[src/rtl/priority_arbiter_if.sv]
// Request/grant bundle between a set of requesters and priority_arbiter.
// The master side (requesters) drives req/done; the slave side (arbiter) returns the grant.
interface priority_arbiter_if #(
    parameter int unsigned N = 4
);
    localparam int unsigned IW = $clog2(N);

    logic [N-1:0]  req;
    logic          done;
    logic [N-1:0]  grant;
    logic [IW-1:0] grant_idx;
    logic          grant_valid;

    modport master (
        output req,
        output done,
        input  grant,
        input  grant_idx,
        input  grant_valid
    );

    modport slave (
        input  req,
        input  done,
        output grant,
        output grant_idx,
        output grant_valid
    );
endinterface

[src/rtl/priority_arbiter.sv]
// Registered N-way arbiter: fixed (highest index wins) or rotating priority.
// A grant is held until the owner signals done or drops its request.
module priority_arbiter #(
    parameter int unsigned N           = 4,
    parameter int unsigned IW          = $clog2(N),
    parameter bit          ROUND_ROBIN = 1'b1
) (
    input  logic               clk,
    input  logic               rst,
    priority_arbiter_if.slave  bus
);

    typedef enum logic {
        IDLE = 1'b0,
        BUSY = 1'b1
    } state_t;

    localparam logic [IW-1:0] LAST = IW'(N - 1);
    localparam logic [N-1:0]  ONE  = N'(1);

    state_t        state;
    logic [N-1:0]  grant_q;
    logic [IW-1:0] idx_q;
    logic          valid_q;
    logic [IW-1:0] ptr;

    logic [IW-1:0] start;
    logic [IW-1:0] win_idx;
    logic          found;
    logic          release_c;
    int unsigned   cand;

    // Downward circular search from the start pointer; first set request wins.
    always_comb begin
        start   = ROUND_ROBIN ? ptr : LAST;
        found   = 1'b0;
        win_idx = '0;
        cand    = 0;
        for (int unsigned off = 0; off < N; off++) begin
            cand = (32'(start) + N - off) % N;
            if (!found && bus.req[IW'(cand)]) begin
                found   = 1'b1;
                win_idx = IW'(cand);
            end
        end
    end

    // Owner either finishes or withdraws its request.
    assign release_c = bus.done || !bus.req[idx_q];

    always_ff @(posedge clk) begin
        if (rst) begin
            state   <= IDLE;
            grant_q <= '0;
            idx_q   <= '0;
            valid_q <= 1'b0;
            ptr     <= LAST;
        end else begin
            case (state)
                IDLE: begin
                    if (found) begin
                        state   <= BUSY;
                        grant_q <= ONE << win_idx;
                        idx_q   <= win_idx;
                        valid_q <= 1'b1;
                        // Winner drops to lowest priority for the next round.
                        ptr     <= (win_idx == '0) ? LAST : (win_idx - IW'(1));
                    end
                end
                BUSY: begin
                    if (release_c) begin
                        state   <= IDLE;
                        grant_q <= '0;
                        idx_q   <= '0;
                        valid_q <= 1'b0;
                    end
                end
                default: begin
                    state   <= IDLE;
                    grant_q <= '0;
                    idx_q   <= '0;
                    valid_q <= 1'b0;
                end
            endcase
        end
    end

    assign bus.grant       = grant_q;
    assign bus.grant_idx   = idx_q;
    assign bus.grant_valid = valid_q;

endmodule

[src/flat_wrapper.sv]
// flat-port wrapper written by rule: the top's interface ports become plain ports
module priority_arbiter_flat 
#(
    parameter int unsigned N           = 4,
    parameter int unsigned IW          = $clog2(N),
    parameter bit          ROUND_ROBIN = 1'b1
)
  (clk, rst, bus_req, bus_done, bus_grant, bus_grant_idx, bus_grant_valid);
  priority_arbiter_if #(.N(N)) bus_i ();
  input  logic clk;
  input  logic rst;
  input wire logic [$bits(bus_i.req)-1:0] bus_req;
  input wire logic [$bits(bus_i.done)-1:0] bus_done;
  output wire logic [$bits(bus_i.grant)-1:0] bus_grant;
  output wire logic [$bits(bus_i.grant_idx)-1:0] bus_grant_idx;
  output wire logic [$bits(bus_i.grant_valid)-1:0] bus_grant_valid;
  assign bus_i.req = bus_req;
  assign bus_i.done = bus_done;
  assign bus_grant = bus_i.grant;
  assign bus_grant_idx = bus_i.grant_idx;
  assign bus_grant_valid = bus_i.grant_valid;
  priority_arbiter #(.N(N), .IW(IW), .ROUND_ROBIN(ROUND_ROBIN)) u_core (.clk(clk), .rst(rst), .bus(bus_i));
endmodule
[config.mk]
export PLATFORM = sky130hd
export DESIGN_NAME = priority_arbiter_flat
export DESIGN_NICKNAME = d
export VERILOG_FILES = /design/src/rtl/priority_arbiter_if.sv /design/src/rtl/priority_arbiter.sv /design/src/flat_wrapper.sv
export SDC_FILE = /design/constraint.sdc
export NUM_CORES = 1
export LEC_CHECK = 0
export ABC_AREA = 1
export BUFFER_PORTS_ARGS = -buffer_cell sky130_fd_sc_hd__buf_2
export CAP_MARGIN = 20
export CELL_PAD_IN_SITES_DETAIL_PLACEMENT = 1
export CELL_PAD_IN_SITES_GLOBAL_PLACEMENT = 2
export CORE_UTILIZATION = 31
export CTS_CLUSTER_SIZE = 14
export DETAILED_ROUTE_END_ITERATION = 12
export PLACE_DENSITY_LB_ADDON = 0.1
export SYNTH_ARGS = -nofsm -noshare
export SYNTH_HDL_FRONTEND = slang
export SYNTH_SLANG_ARGS = --single-unit
[constraint.sdc]
create_clock -name clk -period 4.1 [get_ports clk]
set_input_delay 0.82 -clock clk [delete_from_list [all_inputs] [get_ports clk]]
set_output_delay 0.82 -clock clk [all_outputs]
set_load 0.01 [all_outputs]
# Word level (Yosys, flattened, before mapping)
# Index checks and enable logic that the tools add are counted.
[word_totals] register_bits=10 latchBits=0 ramBits=0 rom_bits=0 elab_cells=61 mem_count=0
[classes] add_sub_neg=5 mul=0 div_mod_pow=0 magnitude_cmp=5 n_eq_ne=2 shifts=1 muxes=31 bitwise_logic=1 n_reduce_logical=11
[op_table] op="$lt 2x3->1 const B" n=5
[op_table] op="$mux 2" n=7
[op_table] op="$mux 1" n=13
[op_table] op="$bmux 1 s2" n=5
[op_table] op="$mux 4" n=2
[op_table] op="$pmux 4 s2" n=1
[op_table] op="$logic_not 1->1" n=4
[op_table] op="$pmux 1 s2" n=2
[op_table] op="$pmux 2 s2" n=1
[op_table] op="$reduce_and 2->1" n=2
[op_table] op="$shl 1x2->4 const A" n=1
[op_table] op="$sub 2x1->2 const B" n=2
[op_table] op="$sub 2x2->2 const B" n=2
[op_table] op="$logic_and 1x1->1" n=3
[op_table] op="$add 2x1->2 const B" n=1
[op_table] op="$logic_not 2->1" n=1
[op_table] op="$ne 2x1->1 const B" n=1
[op_table] op="$ne 2x2->1 const B" n=1
[op_table] op="$logic_or 1x1->1" n=1
[op_table] op="$not 1->1" n=1

# Longest topological paths before layout
# Gate-level depths: netlist (run 1).
[logic_depth] depth_word=16 ltp_mapped=14 depth_no_buf=13

# Worst setup path after synthesis (run 1)
# OpenSTA, ideal clock, no wires.
[synth_timing] path_kind="input-to-reg" start="input port bus_req[3]" end="register u_core.ptr[1]" setup_ns=0.074 t_arrival_ns=1.919 required_time_ns=4.026 path_slack_ns=2.107 cell_stages=10 path_buffers=0 cell_sequence="inv_1 > nand2_1 > nand3_1 > nand2_2 > nor2_4 > nand3b_4 > nand2_1 > inv_1 > ha_1 > o21ai_0"
[synth_via] elab_chain_len=14
[synth_lines] item="from (decl)" line_no="flat_wrapper.sv:12" rtl="input wire logic [$bits(bus_i.req)-1:0] bus_req;"
[synth_lines] item="$bmux 1 s2" line_no="priority_arbiter.sv:41" rtl="if (!found && bus.req[IW'(cand)]) begin"
[synth_lines] item="$mux 1 (implied by the code)" line_no="priority_arbiter.sv:41"
[synth_lines] item="$mux 1" line_no="priority_arbiter.sv:41"
[synth_lines] item="$logic_not 1->1" line_no="priority_arbiter.sv:41"
[synth_lines] item="$logic_and 1x1->1" line_no="priority_arbiter.sv:41"
[synth_lines] item="$mux 1" line_no="priority_arbiter.sv:41"
[synth_lines] item="$logic_not 1->1" line_no="priority_arbiter.sv:41"
[synth_lines] item="$logic_and 1x1->1" line_no="priority_arbiter.sv:41"
[synth_lines] item="$mux 1" line_no="priority_arbiter.sv:41"
[synth_lines] item="$logic_not 1->1" line_no="priority_arbiter.sv:41"
[synth_lines] item="$logic_and 1x1->1" line_no="priority_arbiter.sv:41"
[synth_lines] item="$mux 2" line_no="priority_arbiter.sv:41"
[synth_lines] item="$sub 2x1->2 / $logic_not 2->1 (equally long branches)" line_no="priority_arbiter.sv:67" rtl="ptr <= (win_idx == '0) ? LAST : (win_idx - IW'(1));"
[synth_lines] item="$mux 2" line_no="priority_arbiter.sv:67"
[synth_lines] item="to (signal assigned)" line_no="priority_arbiter.sv:67"
[synth_lines] item="to (decl)" line_no="priority_arbiter.sv:25" rtl="logic [IW-1:0] ptr;"
# Several ways; a longest one is shown, not always the timed one. The select of a mux whose other input is x is not followed.
# A chain may end at the register's enable or synchronous reset.

# Worst setup path after layout (run 1)
# Ends and elaborated chain as after synthesis.

==> results of run 1 <==
==> layout make-up <==
class	count	area (µm²)
inverter	16	65.1
tap	28	35.0
multi-input combinational	82	475
fill	302	1400
sequential	10	200
timing repair buffer	13	65.1
clock buffer	4	36.3
==> routing by layer <==
metal	routed length [µm]	vias to the layer above
li1	-	381
met1	910	315
met2	779	15
met3	73	0
met4	0	0
met5	0	-
==> path summary, 6_finish.rpt <==
check                                         from                                to  slack [ps]  cells after the start
setup / recovery                        bus_req[3]        u_core.ptr[1]$_SDFFE_PP1P_        2090                     12
hold / removal    u_core.bus.grant[3]$_SDFFE_PP0P_  u_core.bus.grant[3]$_SDFFE_PP0P_         480                      2
setup reg to reg        u_core.ptr[0]$_SDFFE_PP1P_        u_core.ptr[1]$_SDFFE_PP1P_        2150                     10
hold reg to reg   u_core.bus.grant[3]$_SDFFE_PP0P_  u_core.bus.grant[3]$_SDFFE_PP0P_         480                      2
==> Yosys cell counts <==
cell type	count	area share [%]
a21oi_1	8	5.2
a21oi_2	1	1.1
buf_4	1	0.97
buf_6	1	1.5
buf_8	1	1.9
dfxtp_1	10	26
ha_1	4	6.5
inv_1	14	6.8
inv_2	1	0.48
inv_6	1	1.1
nand2_1	31	15
nand2_2	8	6.5
nand2_4	5	7.3
nand3_1	15	9.7
nand3_2	1	1.3
nand3b_4	1	2.6
nand4_1	1	0.81
nor2_1	1	0.48
nor2_4	1	1.5
o211ai_1	1	0.97
o21ai_0	3	1.9
o21ai_1	1	0.65
==> logic make-up (layout without fill, tap and decap cells) <==
logic type | Yosys count | count (layout)
AO/OA/AOI/OAI | 14 | 14
adder cells (fa/ha/maj) | 4 | 4
buffers and inverters | 19 | 33
flip-flops | 10 | 10
AND/OR/NAND/NOR | 64 | 64
==> tightest hold or removal path: stages, from the launching register on <==
cell and delay [ps]:
dfxtp_1 310, nand3_1 70, a21oi_1 50
==> state kept, by name, indices dropped and copies added (netlist names) <==
name                    cells
u_core.bus.grant            4
u_core.bus.grant_idx        2
u_core.ptr                  2
u_core.bus.grant_valid      1
u_core.state                1
==> layout by cell type, fill, tap and decap left out <==
master / instances
nor2_4: 1
nand3_2: 1
inv_6: 1
nand2_1: 31
nand2_2: 8
clkbuf_4: 3
a21oi_2: 1
a21oi_1: 8
nand3_1: 15
nand4_1: 1
ha_1: 4
nand2_4: 5
dfxtp_1: 10
buf_2: 13
clkbuf_8: 1
nor2_1: 1
inv_1: 14
o21ai_0: 3
inv_2: 1
o211ai_1: 1
nand3b_4: 1
o21ai_1: 1
==> power by group <==
group | internal (mW) | leakage [nW] | switching, mW
combinational | 0.153 | 0.381 | 0.279
sequential | 0.134 | 0.0827 | 0.0372
clock | 0.0540 | 0.0210 | 0.0367
==> stage by stage <==
step	hold WS, ps	cell area [µm²]	util (%)	cells	setup slack (ps)
final	477	877	38.5	153	2090
after global routing	502	877	38.5	153	1820
after CTS	479	877	38.5	153	2080
after detailed placement	469	841	36.9	149	1790
after global placement	465	841	36.9	149	1800
after floorplan	500	774	-	111	2110
==> qor.yml, run 1 <==
timing:
  fin_crit_sh_pct: 49.1
  worstMarginPinSlew_ps: 590
  slew_violations: 0
  relSlewSlack_pct: 60.4
  final-hold-violation-count: 0
  fin_crit_ps: 2010
  rsz0062_at_grt: "no"
  fin_skew_ps: 0.563
  finalSetupViolCount: 0
  fin_setup_tns_ps: 0
  max_freq_mhz: 497
grt:
  grt_overflow: 0
  grt_usage_pct: 16.4
  grtUsageMet1_pct: 21.9
  grt_use_met3_pct: 6.14
  grt_max_degree: 13
  grt_pass1_wl_um: 3200
  grt_pass1_vias: 711
  use_met2_pct: 24.4
  top_usage_layer: "met2"
  antenna_found_initial: 0
synth:
  synth.net_count: 122
  synth_area_per_cell_um2: 6.98
  yosysUniqueCellTypes: 22
  ys_warn_count: 0
  ys_seq_area_share_pct: 25.8
  syn_area_um2: 774
  synth_compound_area_share_pct: 9.85
  synthAdderAreaFrac_pct: 6.46
  synth_top_family_by_area: "simple AND/OR/NAND/NOR gates"
  synthMuxAreaShare_pct: 0
  ys_seq_elements: 10
  synthXorXnorAreaFrac_pct: 0
  syn_inst: 111
  yosys.area_share.simple_pct: 45.1
finish:
  antenna_cells: 0
  num-nets-final: 137
  area_growth_pct: 13.2
  drive_gt1_share_pct: 28.8
run_status:
  status: "completed"
cts:
  cts_root_buf: "clkbuf_4"
  cts_max_level: 1
  cts_hold_buf: 0
  clkLatencyLatePin_ps: 270
  cts_buffer_depth: 2
  clk_pin_slew_worst_paths_ps: 70
  post_cts.repair.setup_buffers: 0
  cts_tree: "yes"
  cts-resized-gates: 0
  cts.sinks: 10
  numCtsBuffers: 3
die:
  start_util_pct: 34.0
  dieWidth_um: 52.0
  die-height_um: 52.0
  num_io_pins: 14
  core_area_um2: 2280
  fp-row-count: 17
  dieArea_um2: 2700
pwr:
  peakVddDrop_v: 0.000307
  leakagePower_nw: 0.484
  p_total_uw: 694
  powerDensity_nw_per_um2: 792
placement:
  port_buffers: 13
  hpwl_um: 1430
  gp_congestion: 0.757
drt:
  wl_per_cell_um: 11.5
  vias: 711
  drt_iter0_drc: 7
  avgViaCountPerCell: 4.65
  dr.pass1.iters: 4
  drcViolationCount: 0
  wl_um: 1760
  ant_nets: 0
critical_path:
  crit_path_frequent_cell: "nand3_1"
  crit_arrival_ps: 2220
  crit_path_start_kind: "input pin"
  worst-path-max-fanout: 4
  critPathSlowestCell: "ha_1"
  critPathKind: "in2reg"
  worst_setup_path_end_kind: "register"
  critical-path-max-stage-delay_ps: 220
  critical-path-top-delay-family: "simple AND/OR/NAND/NOR gates"
  cp_data_required_time_ps: 4300
  cp_num_buf_inv: 3
  path_cells: "buf_2, inv_1, nand2_1, nand3_1, nand2_2, nor2_4, nand3_1, nand3_1, nand2_1, inv_1, ha_1, o21ai_0"
worst_hold_path:
  worstHoldPathType: "reg2reg"
run:
  max-cap-violations: 0
Power figures use the tool's default switching activity.
==> inputs of run 2 (changes only) <==
--- a/config.mk
+++ b/config.mk
@@ -10,7 +10,7 @@
 export CAP_MARGIN = 20
 export CELL_PAD_IN_SITES_DETAIL_PLACEMENT = 1
 export CELL_PAD_IN_SITES_GLOBAL_PLACEMENT = 2
-export CORE_UTILIZATION = 31
+export CORE_UTILIZATION = 29
 export CTS_CLUSTER_SIZE = 14
 export DETAILED_ROUTE_END_ITERATION = 12
 export PLACE_DENSITY_LB_ADDON = 0.1
==> constraint.sdc (replaced) <==
create_clock -name clk -period 1.9 [get_ports clk]
set_input_delay 0.38 -clock clk [delete_from_list [all_inputs] [get_ports clk]]
set_output_delay 0.38 -clock clk [all_outputs]
set_load 0.01 [all_outputs]
==> run 2 against run 1 <==
- power grew 130%
- clock power grew 50%
- critical endpoint unchanged
- sequential share of layout area shrank 1.1 points
- routed wire length grew 7.3%
- non-clock buffer count grew 5
- die area grew 6.6%
- clock skew grew 2.0 ps
- largest cell class unchanged
==> qor.yml, run 2 (synthesis gave the netlist of run 1 again) <==
drt:
  drcViolationCount: 0  # unchanged
  drt_iter0_drc: 3  # -4
  vias: 752  # +5.8%
  wl_um: 1890  # +7.3%
  ant_nets: 0  # unchanged
  dr.pass1.iters: 4  # unchanged
  avgViaCountPerCell: 4.73  # +1.8%
  wl_per_cell_um: 11.9  # +3.3%
timing:
  fin_crit_sh_pct: 93.6
  max_freq_mhz: 563
  final-hold-violation-count: 0  # unchanged
  finalSetupViolCount: 0  # unchanged
  fin_crit_ps: 1780
  relSlewSlack_pct: 85.3  # +25 points
  fin_skew_ps: 2.54  # +1.98 ps
  slew_violations: 0  # unchanged
  worstMarginPinSlew_ps: 218  # -372 ps
worst_hold_path:
  worstHoldPathType: "in2reg"
  hold_path.startpoint: "rst"
  hold_path_end: "u_core.bus.grant_idx[1]$_SDFFE_PP0P_"
  hold_path_depth: 2  # unchanged
grt:
  grt_usage_pct: 15.0  # -1.4 points
  antenna_found_initial: 0  # unchanged
  grt_pass1_vias: 723  # +1.7%
  grt_overflow: 0  # unchanged
  grt_pass1_wl_um: 3080  # -3.9%
  grt_max_degree: 10  # -3
critical_path:
  r2r_cells: 12  # +2
  worst-path-max-fanout: 9  # +5
  worst_setup_path_end_kind: "register"
  r2r-end: "u_core.ptr[1]$_SDFFE_PP1P_"
  crit_arrival_ps: 1960  # -260 ps
  rr_startpoint: "u_core.ptr[0]$_SDFFE_PP1P_"
  cp_data_required_time_ps: 2080  # -2220 ps
  critPathKind: "reg2reg"
  crit_path_start_kind: "register"
  reg2reg_setup_slack_ps: 120  # -2030 ps
cts:
  cts_root_buf: "clkbuf_4"
  cts.sinks: 10  # unchanged
  clkLatencyLatePin_ps: 250  # -20 ps
  clk_pin_slew_worst_paths_ps: 60  # about the same
  cts_max_level: 1  # unchanged
  cts_buffer_depth: 2  # unchanged
  cts_tree: "yes"
  numCtsBuffers: 3  # unchanged
placement:
  place_area_um2: 878  # +4.5%
  hpwl_um: 1510  # +5.6%
  gp_congestion: 0.732  # -3.3%
  port_buffers: 13  # unchanged
pwr:
  leakagePower_nw: 0.509  # +5.1%
  p_total_mw: 1.58  # +130%
  peakVddDrop_v: 0.000754  # +150%
  powerDensity_nw_per_um2: 1700  # +110%
finish:
  drive_gt1_share_pct: 34.9  # +6.1 points
  layout_commonest_cell: "nand2_1"
  layout_common_cells: "nand2_1 (30), inv_1 (14), nand3_1 (13), buf_2 (13), nand2_2 (9)"
  multi_input_area_um2: 488  # +2.6%
  antenna_cells: 0  # unchanged
  regArea_um2: 203  # +1.2%
  largest_reg_flops: 4  # unchanged
  stdcell_area_um2: 931  # +6.1%
  num-fill-cells: 332  # +9.9%
  area_growth_pct: 20.2
  num-nets-final: 142  # +3.6%
die:
  start_util_pct: 31.0  # -3.0 points
  fp-row-count: 18  # +1
  core_area_um2: 2500  # +9.8%
  dieWidth_um: 53.7  # +3.3%
  die-height_um: 53.7  # +3.3%
  num_io_pins: 14  # unchanged
  dieArea_um2: 2880  # +6.6%
run_status:
  status: "completed"
run:
  max-cap-violations: 0  # unchanged
## run 2: cell types whose count changed in the layout (fill, tap and decap cells not counted), moves of 2 or more
cell,delta
dfxtp_2,+2
nand3_2,+2
nand3_1,-2
dfxtp_1,-2
buf_4,+4
## run 2: routing by layer
layer | up-vias | GRT usage (%) | part of all wire [%]
met1 | 349 | 16.7 | 45
met3 | 2 | 0.847 | 2.5
li1 | 391 | - | -
met5 | - | 0 | 0
met2 | 10 | 28.0 | 52
met4 | 0 | 7.89 | 0.63
## run 2: area by class of cell
type	instances	share of cell area, %
Tap cell	30	4.03
Clock buffer	3	2.42
Timing Repair Buffer	18	12.4
Multi-Input combinational cell	82	52.4
Sequential cell	10	21.8
Inverter	16	6.99
## run 2: worst max path at each step
stage / end / slack [ps] / from / cells after the start
final: u_core.ptr[1]$_SDFFE_PP1P_ / 120 / u_core.ptr[0]$_SDFFE_PP1P_ / 12
after global routing: u_core.ptr[1]$_SDFFE_PP1P_ / -10 / u_core.ptr[0]$_SDFFE_PP1P_ / 12
after CTS: u_core.ptr[1]$_SDFFE_PP1P_ / 100 / u_core.ptr[0]$_SDFFE_PP1P_ / 12
after detailed placement: u_core.ptr[1]$_SDFFE_PP1P_ / 50 / bus_req[1] / 11
after global placement: u_core.ptr[1]$_SDFFE_PP1P_ / 80 / bus_req[1] / 11
after floorplan: u_core.ptr[1]$_SDFFE_PP1P_ / 320 / u_core.ptr[0]$_SDFFE_PP1P_ / 12
## run 2: power breakdown
part / leakage [nW] / total, mW / switching, mW / internal [mW]
clock network: 0.0138 / 0.136 / 0.0632 / 0.0727
logic: 0.413 / 1.09 / 0.661 / 0.427
registers: 0.0821 / 0.360 / 0.0656 / 0.294
total: 0.509 / 1.58 / 0.790 / 0.794
## run 2: worst max-delay path: stages (launching register included)
cell and delay [ps]:
dfxtp_2 340, buf_12 120, inv_6 50, nand2_1 70, nand2_2 90, nand2_4 90, nand2_4 50, nor2_4 150
nand4_1 160, nand2_2 110, inv_1 60, ha_1 260, o21ai_0 140
## run 2: per-stage QoR
stage          hold slack, ps  util [%]  setup WS, ps  cells  TNS [ps]
6_report                  395      37.2           123    159         0
5_1_grt                   411      37.2         -10.5    159     -10.5
4_1_cts                   393      36.0          99.3    157         0
3_5_place_dp              472      35.1          51.9    154         0
3_3_place_gp              467      35.1          76.7    154         0
2_1_floorplan             500         -           316    111         0
## run 2: repair_timing
item | CTS | global route
buffers inserted | 0 | 2
endpoints found under the setup margin | 0 | 3
hold buffers | 0 | 0
resized for setup | 0 | 5
